<file path="config.mk">
export PLATFORM = sky130hd
export DESIGN_NAME = mult_pipe_hs_flat
export DESIGN_NICKNAME = d
export VERILOG_FILES = /design/src/rtl/mult_pipe_hs_if.sv /design/src/rtl/mult_pipe_hs.sv /design/src/flat_wrapper.sv
export SDC_FILE = /design/constraint.sdc
export NUM_CORES = 1
export LEC_CHECK = 0
export ABC_AREA = 1
export BUFFER_PORTS_ARGS = -buffer_cell sky130_fd_sc_hd__buf_4
export CELL_PAD_IN_SITES_DETAIL_PLACEMENT = 0
export CELL_PAD_IN_SITES_GLOBAL_PLACEMENT = 2
export CORE_AREA = 3 3 138 140
export CTS_CLUSTER_SIZE = 30
export DETAILED_ROUTE_END_ITERATION = 10
export DIE_AREA = 0 0 141 143
export HOLD_SLACK_MARGIN = 0.1
export MAX_ROUTING_LAYER = met4
export PLACE_DENSITY_LB_ADDON = 0.05
export SYNTH_ARGS = -nofsm -noshare
export SYNTH_HDL_FRONTEND = slang
export SYNTH_SLANG_ARGS = --single-unit
</file>
<file path="constraint.sdc">
create_clock -name clk -period 4.4 [get_ports clk]
set_input_delay 0 -clock clk [delete_from_list [all_inputs] [get_ports clk]]
set_output_delay 0 -clock clk [all_outputs]
set_load 0.02 [all_outputs]
</file>
<file path="src/rtl/mult_pipe_hs_if.sv">
// Valid/ready operand and product channels of the pipelined multiplier.
// The master side issues operands and consumes products; the slave side is the multiplier.
interface mult_pipe_hs_if #(
  parameter int WIDTH = 8,
  parameter int TAG_W = 4
);
  logic               in_valid;
  logic               in_ready;
  logic [WIDTH-1:0]   in_a;
  logic [WIDTH-1:0]   in_b;
  logic               in_signed;
  logic [TAG_W-1:0]   in_tag;
  logic               out_valid;
  logic               out_ready;
  logic [2*WIDTH-1:0] out_product;
  logic [TAG_W-1:0]   out_tag;

  modport master (
    output in_valid, in_a, in_b, in_signed, in_tag, out_ready,
    input  in_ready, out_valid, out_product, out_tag
  );

  modport slave (
    input  in_valid, in_a, in_b, in_signed, in_tag, out_ready,
    output in_ready, out_valid, out_product, out_tag
  );
endinterface

</file>
<file path="src/rtl/mult_pipe_hs.sv">
// Three-stage WIDTH x WIDTH multiplier with per-operation signed/unsigned mode,
// carry-save partial-product reduction and a Kogge-Stone final adder.
module mult_pipe_hs #(
  parameter int WIDTH = 8,
  parameter int TAG_W = 4
) (
  input logic           clk,
  input logic           rst,
  mult_pipe_hs_if.slave bus
);
  localparam int PW     = 2 * WIDTH;
  localparam int LEVELS = $clog2(PW);

  logic             v1, v2, v3;
  logic [WIDTH-1:0] a1, b1;
  logic             sgn1;
  logic [TAG_W-1:0] tag1, tag2, tag3;
  logic [PW-1:0]    sum2, carry2, prod3;
  logic             adv;

  logic [PW-1:0]    a_ext, pp_row, csa_s, csa_c, csa_s_nxt, csa_c_nxt;
  logic [PW-1:0]    pf_g, pf_p, pf_g_nxt, pf_p_nxt, adder_out;

  assign adv             = !v3 || bus.out_ready;
  assign bus.in_ready    = adv && !rst;
  assign bus.out_valid   = v3;
  assign bus.out_product = prod3;
  assign bus.out_tag     = tag3;

  // In signed mode the multiplier MSB has negative weight, so that row is added
  // as its one's complement followed by a +1 correction row.
  always_comb begin
    a_ext     = sgn1 ? {{WIDTH{a1[WIDTH-1]}}, a1} : {{WIDTH{1'b0}}, a1};
    csa_s     = '0;
    csa_c     = '0;
    pp_row    = '0;
    csa_s_nxt = '0;
    csa_c_nxt = '0;
    for (int i = 0; i <= WIDTH; i++) begin
      if (i == WIDTH)
        pp_row = (sgn1 && b1[WIDTH-1]) ? PW'(1) : '0;
      else if (sgn1 && i == WIDTH - 1)
        pp_row = b1[i] ? ~(a_ext << i) : '0;
      else
        pp_row = b1[i] ? (a_ext << i) : '0;
      csa_s_nxt = csa_s ^ csa_c ^ pp_row;
      csa_c_nxt = ((csa_s & csa_c) | (csa_s & pp_row) | (csa_c & pp_row)) << 1;
      csa_s     = csa_s_nxt;
      csa_c     = csa_c_nxt;
    end
  end

  always_comb begin
    pf_g     = sum2 & carry2;
    pf_p     = sum2 ^ carry2;
    pf_g_nxt = '0;
    pf_p_nxt = '0;
    for (int l = 0; l < LEVELS; l++) begin
      pf_g_nxt = pf_g;
      pf_p_nxt = pf_p;
      for (int i = (1 << l); i < PW; i++) begin
        pf_g_nxt[i] = pf_g[i] | (pf_p[i] & pf_g[i - (1 << l)]);
        pf_p_nxt[i] = pf_p[i] & pf_p[i - (1 << l)];
      end
      pf_g = pf_g_nxt;
      pf_p = pf_p_nxt;
    end
    adder_out = (sum2 ^ carry2) ^ {pf_g[PW-2:0], 1'b0};
  end

  // The whole pipe shifts together or holds together; bubbles travel with it.
  always_ff @(posedge clk) begin
    if (rst) begin
      v1     <= 1'b0;
      v2     <= 1'b0;
      v3     <= 1'b0;
      a1     <= '0;
      b1     <= '0;
      sgn1   <= 1'b0;
      tag1   <= '0;
      tag2   <= '0;
      tag3   <= '0;
      sum2   <= '0;
      carry2 <= '0;
      prod3  <= '0;
    end else if (adv) begin
      v1     <= bus.in_valid;
      a1     <= bus.in_a;
      b1     <= bus.in_b;
      sgn1   <= bus.in_signed;
      tag1   <= bus.in_tag;
      v2     <= v1;
      sum2   <= csa_s;
      carry2 <= csa_c;
      tag2   <= tag1;
      v3     <= v2;
      prod3  <= adder_out;
      tag3   <= tag2;
    end
  end
endmodule

</file>
<file path="src/flat_wrapper.sv">
// flat-port wrapper written by rule: the top's interface ports become plain ports
module mult_pipe_hs_flat 
#(
  parameter int WIDTH = 8,
  parameter int TAG_W = 4
)
  (clk, rst, bus_in_valid, bus_in_a, bus_in_b, bus_in_signed, bus_in_tag, bus_out_ready, bus_in_ready, bus_out_valid, bus_out_product, bus_out_tag);
  mult_pipe_hs_if #(.WIDTH(WIDTH), .TAG_W(TAG_W)) bus_i ();
  input logic clk;
  input logic rst;
  input wire logic [$bits(bus_i.in_valid)-1:0] bus_in_valid;
  input wire logic [$bits(bus_i.in_a)-1:0] bus_in_a;
  input wire logic [$bits(bus_i.in_b)-1:0] bus_in_b;
  input wire logic [$bits(bus_i.in_signed)-1:0] bus_in_signed;
  input wire logic [$bits(bus_i.in_tag)-1:0] bus_in_tag;
  input wire logic [$bits(bus_i.out_ready)-1:0] bus_out_ready;
  output wire logic [$bits(bus_i.in_ready)-1:0] bus_in_ready;
  output wire logic [$bits(bus_i.out_valid)-1:0] bus_out_valid;
  output wire logic [$bits(bus_i.out_product)-1:0] bus_out_product;
  output wire logic [$bits(bus_i.out_tag)-1:0] bus_out_tag;
  assign bus_i.in_valid = bus_in_valid;
  assign bus_i.in_a = bus_in_a;
  assign bus_i.in_b = bus_in_b;
  assign bus_i.in_signed = bus_in_signed;
  assign bus_i.in_tag = bus_in_tag;
  assign bus_i.out_ready = bus_out_ready;
  assign bus_in_ready = bus_i.in_ready;
  assign bus_out_valid = bus_i.out_valid;
  assign bus_out_product = bus_i.out_product;
  assign bus_out_tag = bus_i.out_tag;
  mult_pipe_hs #(.WIDTH(WIDTH), .TAG_W(TAG_W)) u_core (.clk(clk), .rst(rst), .bus(bus_i));
endmodule
</file>
==> impl_metrics.ini, run 1 <==
[finish]
area_delta_synth_final_pct = 22.1
post_route_cells_drive_above_1_share_pct = 15.1
post-route-cell-area_mm2 = 0.00700
finalNetCount = 960
final-seq-area_mm2 = 0.00160
antenna_cells_inserted = 0
multi_input_comb_area_mm2 = 0.00357
final.fill_count = 1919

[synthesis]
synth_seq_cells = 79
yosysSeqAreaShare_pct = 27.6
synth_most_common_cell = sky130_fd_sc_hd__nor2_1
synth.area.top_cells = sky130_fd_sc_hd__dfxtp_1, sky130_fd_sc_hd__fa_1, sky130_fd_sc_hd__nor2_1
synth.yosys.warnings = 0
synth_fp_nets = 898
synth_cell_types = 27
post-synth-top-area-fraction_pct = 27.6
synthesis.instances = 778
async_reset_ff_share_pct = 0
mappedNetlistArea_mm2 = 0.00573
edff_count_synth = 0
ys_top_cells_by_count = sky130_fd_sc_hd__nor2_1, sky130_fd_sc_hd__nand2_1, sky130_fd_sc_hd__inv_1
syn_area_per_cell_um2 = 7.37
ys_dominant_reg_cell = sky130_fd_sc_hd__dfxtp_1
netlist.top_cell.by_area = sky130_fd_sc_hd__dfxtp_1

[clocking]
clk_latency_ns = 0.34
clkSinkCount = 79
cts_inserted_buffers = 9
clk_transition_reported_paths_ns = 0.06
htree_num_levels = 3
clock_tree.buffer_depth = 2
clock_tree_root_driver_cell = sky130_fd_sc_hd__clkbuf_16
tritoncts = yes

[sta]
maxSlewHeadroom_pct = 42.4
max_clock_freq_mhz = 231
finalHoldViolations = 0
setup-tns-final_ns = 0
finalSetupViolCount = 0
rsz0062_at_grt = true
worst_pin_slew_ns = 0.863
fin_skew_ns = 0.00592
finalCriticalPeriod_ns = 4.33
timing_max_transition_violations_final = 0
final_min_period_over_clock_period_pct = 98.4

[power_and_ir_drop]
leakagePower_nw = 3.69
power.share.clock_pct = 37.3
cellInternalPower_mw = 1.46
totalPowerFinal_mw = 2.09
combinationalPowerShare_pct = 23.1
power_density_mw_per_mm2 = 299
power.ir.vdd_worst_uv = 173
total_switching_power_uw = 633
power.share.switching_pct = 30.3
sequential_cell_fraction_of_total_power_pct = 39.6

[place]
total_of_buffers_placed_on_input_and_output_ports = 46
post-dp-hpwl_um = 10400
place_congestion = 0.796
post_dp_cell_area_mm2 = 0.00633

[global_route]
grt.overflow.total = 0
grt_util_all_layers_pct = 15.4
global_route_wire_length_before_repair_um = 24000
grt_pass1_vias = 4924
grt_antenna_before_repair = 0
largest_net_degree_at_the_start_of_global_routing = 72

[floorplanning]
core_area_mm2 = 0.0180
pin_count = 47
start_util_pct = 31.9
fp-row-count = 49
die_y_um = 143
area_of_the_die_mm2 = 0.0202
die_w_um = 141

[critical_path]
crit_arrival_ns = 4.56
critical_path.cell_chain = nand2_4, inv_4, ha_4, inv_2, fa_1, fa_1, fa_1, fa_1, inv_2, fa_1, fa_1, ha_1, o21ai_1, nor2_1
required_ns = 4.63
timing.critical_path.fanout_max = 3
cp_slowest_stage_delay_ns = 0.53
cp_num_buf_inv = 3
criticalPathCategory = reg -> reg
critical-path-top-cell-by-count = sky130_fd_sc_hd__fa_1
worst_path_max_delay_cell = sky130_fd_sc_hd__fa_1
critPathCaptureType = register
crit_family = adder cells
timing.critical_path.from_type = register

[routing]
detailedRoute.firstIterationViolations = 198
vias_per_cell = 4.42
finalWirelength_um = 13900
avgRoutedWirePerCell_um = 12.9
total_drc_errors_in_the_routed_layout = 0
vias = 4749
detail-route-antenna-nets = 0
drt_first_pass_iters = 4

[run]
max-cap-violations = 0

[run_status]
outcome = finished clean

[worst_hold_path]
min_path_type = in -> reg
## final timing paths
| check | start | end | slack [ns] | cells past startpoint |
|---|---|---|---|---|
| setup reg to reg | u_core.b1[0]$_SDFFE_PP0N_ | u_core.sum2[7]$_SDFFE_PP0N_ | 0.07 | 14 |
| hold / removal | bus_in_a[7] | u_core.a1[7]$_SDFFE_PP0N_ | 0.09 | 3 |
| hold reg to reg | u_core.sum2[7]$_SDFFE_PP0N_ | u_core.sum2[7]$_SDFFE_PP0N_ | 0.48 | 2 |
| setup / recovery | u_core.b1[0]$_SDFFE_PP0N_ | u_core.sum2[7]$_SDFFE_PP0N_ | 0.07 | 14 |
## timing repair
item / in CTS / in global routing
endpoints found under the setup margin: 0 / 16
resized for setup: 0 / 40
hold buffers: 22 / 0
hold endpoints to repair: 29 / 0
setup buffers: 0 / 7
## cell families after synthesis
group / count (synthesis) / synth area share [%]
AND/OR/NAND/NOR: 321 / 22.3
buffers and inverters: 169 / 11.5
AO/OA/AOI/OAI: 105 / 9.62
adder cells (fa/ha/maj): 95 / 27.7
flip-flops: 79 / 27.6
XOR/XNOR: 9 / 1.37
## through the flow
step / std cells / setup WS [ns] / hold slack, ns / utilization (%)
after CTS: 1067 / 0.0279 / 0.130 / 38.2
after global placement: 1029 / 0.0643 / 0.250 / 35.2
final: 1074 / 0.0699 / 0.0909 / 39.0
after floorplan: 778 / 0.0500 / 0.164 / -
after detailed placement: 1029 / 0.0262 / 0.258 / 35.2
after global routing: 1074 / -0.0919 / 0.147 / 39.0
## power by group through the flow
stage	sequential, mW	combinational (mW)	clock, mW
floorplan	0.846	0.305	0
global placement	0.844	0.456	0
detailed placement	0.845	0.459	0
CTS	0.829	0.479	0.808
global route	0.839	0.568	0.835
finish	0.829	0.483	0.781
## layer usage
metal / part of all wire [%] / track usage, % / vias up
met5: 0 / - / -
met1: 47 / 18.5 / 2195
met2: 48 / 26.0 / 44
met3: 2.4 / 2.98 / 20
li1: - / - / 2490
met4: 2.0 / 5.05 / 0
## worst min-delay path, stage by stage
cell and delay (ns):
sky130_fd_sc_hd__buf_4 0.08, sky130_fd_sc_hd__o21ai_0 0.10, sky130_fd_sc_hd__a21oi_1 0.19
## cell type report
type | count | area share, %
clock buffers | 11 | 3.61
clock inverters | 5 | 0.804
inverters | 129 | 6.97
multi-input cells | 530 | 50.9
flip-flops and latches | 79 | 22.8
well taps | 229 | 4.09
repair buffers | 91 | 10.8
## flip-flops by register name, summed over array words and instances, names as in the netlist, 4 cells and up
name                    cells
u_core.a1                   8
u_core.b1                   8
u_core.tag2                 4
u_core.carry2              15
u_core.bus.out_tag          4
u_core.tag1                 4
u_core.bus.out_product     16
u_core.sum2                16
## cells in the final DEF, fill, tap and decap left out, types with 6 or more instances in the layout
cell / count
sky130_fd_sc_hd__buf_4: 67
sky130_fd_sc_hd__ha_1: 40
sky130_fd_sc_hd__nor2_1: 148
sky130_fd_sc_hd__dlygate4sd3_1: 22
sky130_fd_sc_hd__clkbuf_16: 9
sky130_fd_sc_hd__nand3_1: 20
sky130_fd_sc_hd__nand2_1: 134
sky130_fd_sc_hd__inv_1: 119
sky130_fd_sc_hd__dfxtp_1: 73
sky130_fd_sc_hd__nand2_2: 6
sky130_fd_sc_hd__fa_2: 8
sky130_fd_sc_hd__a21oi_1: 25
sky130_fd_sc_hd__fa_1: 45
sky130_fd_sc_hd__xor2_1: 7
sky130_fd_sc_hd__inv_2: 8
sky130_fd_sc_hd__o21ai_0: 68
Power figures use the tool's default switching activity.
==> run 2, diff against run 1 <==
--- a/config.mk
+++ b/config.mk
@@ -9,10 +9,11 @@
 export BUFFER_PORTS_ARGS = -buffer_cell sky130_fd_sc_hd__buf_4
 export CELL_PAD_IN_SITES_DETAIL_PLACEMENT = 0
 export CELL_PAD_IN_SITES_GLOBAL_PLACEMENT = 2
-export CORE_AREA = 3 3 138 140
+export CORE_AREA = 3 3 127 129
 export CTS_CLUSTER_SIZE = 30
 export DETAILED_ROUTE_END_ITERATION = 10
-export DIE_AREA = 0 0 141 143
+export DIE_AREA = 0 0 130 132
+export GPL_ROUTABILITY_DRIVEN = 0
 export HOLD_SLACK_MARGIN = 0.1
 export MAX_ROUTING_LAYER = met4
 export PLACE_DENSITY_LB_ADDON = 0.05
==> constraint.sdc (replaced) <==
create_clock -name clk -period 5.58 [get_ports clk]
set_input_delay 0 -clock clk [delete_from_list [all_inputs] [get_ports clk]]
set_output_delay 0 -clock clk [all_outputs]
set_load 0.02 [all_outputs]
==> run 2 against run 1 <==
  * First-iteration DRC count decreased by 4.0%
  * Final cell count decreased by 5.7%
  * Clock-buffer cell count decreased by 1
  * Critical endpoint is now u_core.sum2[9]$_SDFFE_PP0N_
==> impl_metrics.ini, run 2 (synthesis gave the netlist of run 1 again) <==
[sta]
timing_max_transition_violations_final = 0
max_clock_freq_mhz = 222
maxSlewHeadroom_pct = 43.1
setup-tns-final_ns = 0
final_min_period_over_clock_period_pct = 80.9
rsz0062_at_grt = false
finalSetupViolCount = 0
timing.hold.ws_ns = 0.379
finalCriticalPeriod_ns = 4.51
worst_pin_slew_ns = 0.853
finalHoldViolations = 0
fin_skew_ns = 0.00588

[critical_path]
worst_path_max_delay_cell = sky130_fd_sc_hd__dfxtp_1
reg2reg_end = u_core.sum2[9]$_SDFFE_PP0N_
crit_family = adder cells
worstReg2RegStart = u_core.a1[7]$_SDFFE_PP0N_
timing.critical_path.from_type = register
critical_path.cell_chain = nand2_1, a21oi_2, inv_1, a21oi_1, fa_1, inv_1, fa_1, fa_1, fa_1, inv_1, fa_1, fa_1, ha_1, o21ai_0, nor2_1
reg2reg_depth = 15
crit_arrival_ns = 4.75
criticalPathCategory = reg -> reg
cp_slowest_stage_delay_ns = 0.51
timing.critical_path.fanout_max = 11
cp_num_buf_inv = 3
required_ns = 5.82
critPathCaptureType = register
critical-path-top-cell-by-count = sky130_fd_sc_hd__fa_1
reg2reg_setup_slack_ns = 1.07

[clocking]
cts_inserted_buffers = 9
clock_tree_root_driver_cell = sky130_fd_sc_hd__clkbuf_16
htree_num_levels = 3
clock_tree.buffer_depth = 2
clk_transition_reported_paths_ns = 0.06
clk_latency_ns = 0.34
tritoncts = yes
post-cts-setup-buffers = 0
clkSinkCount = 79

[floorplanning]
die_w_um = 130
area_of_the_die_mm2 = 0.0172
fp-row-count = 45
die_y_um = 132
start_util_pct = 37.9
pin_count = 47
core_area_mm2 = 0.0151

[routing]
detail-route-antenna-nets = 0
vias = 4690
finalWirelength_um = 13100
avgRoutedWirePerCell_um = 12.9
vias_per_cell = 4.63
detailedRoute.firstIterationViolations = 190
drt_first_pass_iters = 4
total_drc_errors_in_the_routed_layout = 0

[place]
post-dp-hpwl_um = 9670
placedCellCount = 974
total_of_buffers_placed_on_input_and_output_ports = 46

[run_status]
outcome = finished clean

[run]
max-cap-violations = 0

[global_route]
global_route_wire_length_before_repair_um = 22800
grt.overflow.total = 0
grt_util_all_layers_pct = 17.2
grt_pass1_vias = 4656
largest_net_degree_at_the_start_of_global_routing = 77
grt_antenna_before_repair = 0

[worst_hold_path]
worst_hold_startpoint = bus_out_ready
holdPathEnd = u_core.carry2[1]$_SDFFE_PP0N_
min_path_type = in -> reg
worst_hold_path_cell_count = 5

[power_and_ir_drop]
power_density_mw_per_mm2 = 247
totalPowerFinal_mw = 1.66
power.ir.vdd_worst_uv = 146
leakagePower_nw = 3.58

[finish]
most-common-layout-cells = sky130_fd_sc_hd__nor2_1, sky130_fd_sc_hd__nand2_1, sky130_fd_sc_hd__inv_1
post-route-util_pct = 44.3
final.fill_count = 1625
finalNetCount = 940
antenna_cells_inserted = 0
area_delta_synth_final_pct = 17.1
post_route_cells_drive_above_1_share_pct = 9.58
final_cell_count_no_fill = 1013
layout_commonest_cell = sky130_fd_sc_hd__nor2_1
## run 2: what timing repair did
| item | in CTS | in global routing |
|---|---|---|
| hold buffers | 23 | 0 |
| gates resized for setup | 0 | 0 |
| endpoints found under the hold margin | 30 | 0 |
## run 2: area by class of cell
type	instances	area [um2]	share of cell area (%)
tap	188	235	3.50
timing repair buffer	71	591	8.79
multi-input combinational	530	3500	52.1
inverter	129	485	7.23
clock inverter	6	83.8	1.25
sequential	79	1580	23.6
clock buffer	10	239	3.56
## run 2: layer usage
layer	vias to the layer above	GRT usage [%]	wire length, um
met4	0	6.18	259
met3	14	2.63	349
met5	-	-	0
met2	65	27.7	6230
met1	2165	21.8	6240
li1	2446	-	-
## run 2: power breakdown
part | internal, mW | switching (mW) | total (mW)
clock network | 0.403 | 0.248 | 0.650
registers | 0.616 | 0.0457 | 0.661
logic | 0.149 | 0.197 | 0.346
## run 2: worst reg2reg max path: cells and delay by family, from the launching register on
family                     cells  cell delay (ns)
adders and majority gates      7             2.98
DFF                            1             0.51
AOI/OAI and AO/OA              3             0.49
buffers and inverters          3             0.21
and+or+nand+nor                2             0.23
## run 2: how the worst max path moves through the flow
stage	from	to	slack, ns	depth (start not counted)
after floorplan	u_core.b1[0]$_SDFFE_PP0N_	u_core.sum2[8]$_SDFFE_PP0N_	1.23	15
after global placement	u_core.sgn1$_SDFFE_PP0N_	u_core.sum2[9]$_SDFFE_PP0N_	1.13	15
after detailed placement	u_core.b1[0]$_SDFFE_PP0N_	u_core.sum2[9]$_SDFFE_PP0N_	1.07	15
after CTS	u_core.a1[7]$_SDFFE_PP0N_	u_core.sum2[9]$_SDFFE_PP0N_	1.06	15
after global routing	u_core.b1[0]$_SDFFE_PP0N_	u_core.sum2[9]$_SDFFE_PP0N_	0.83	15
final	u_core.a1[7]$_SDFFE_PP0N_	u_core.sum2[9]$_SDFFE_PP0N_	1.07	15
## run 2: stage by stage
step	setup WS, ns	instance area (um2)
floorplan	1.23	5730
finish	1.07	6720
global route	0.827	6720
CTS	1.06	6720
global placement	1.13	6160
detailed placement	1.07	6160
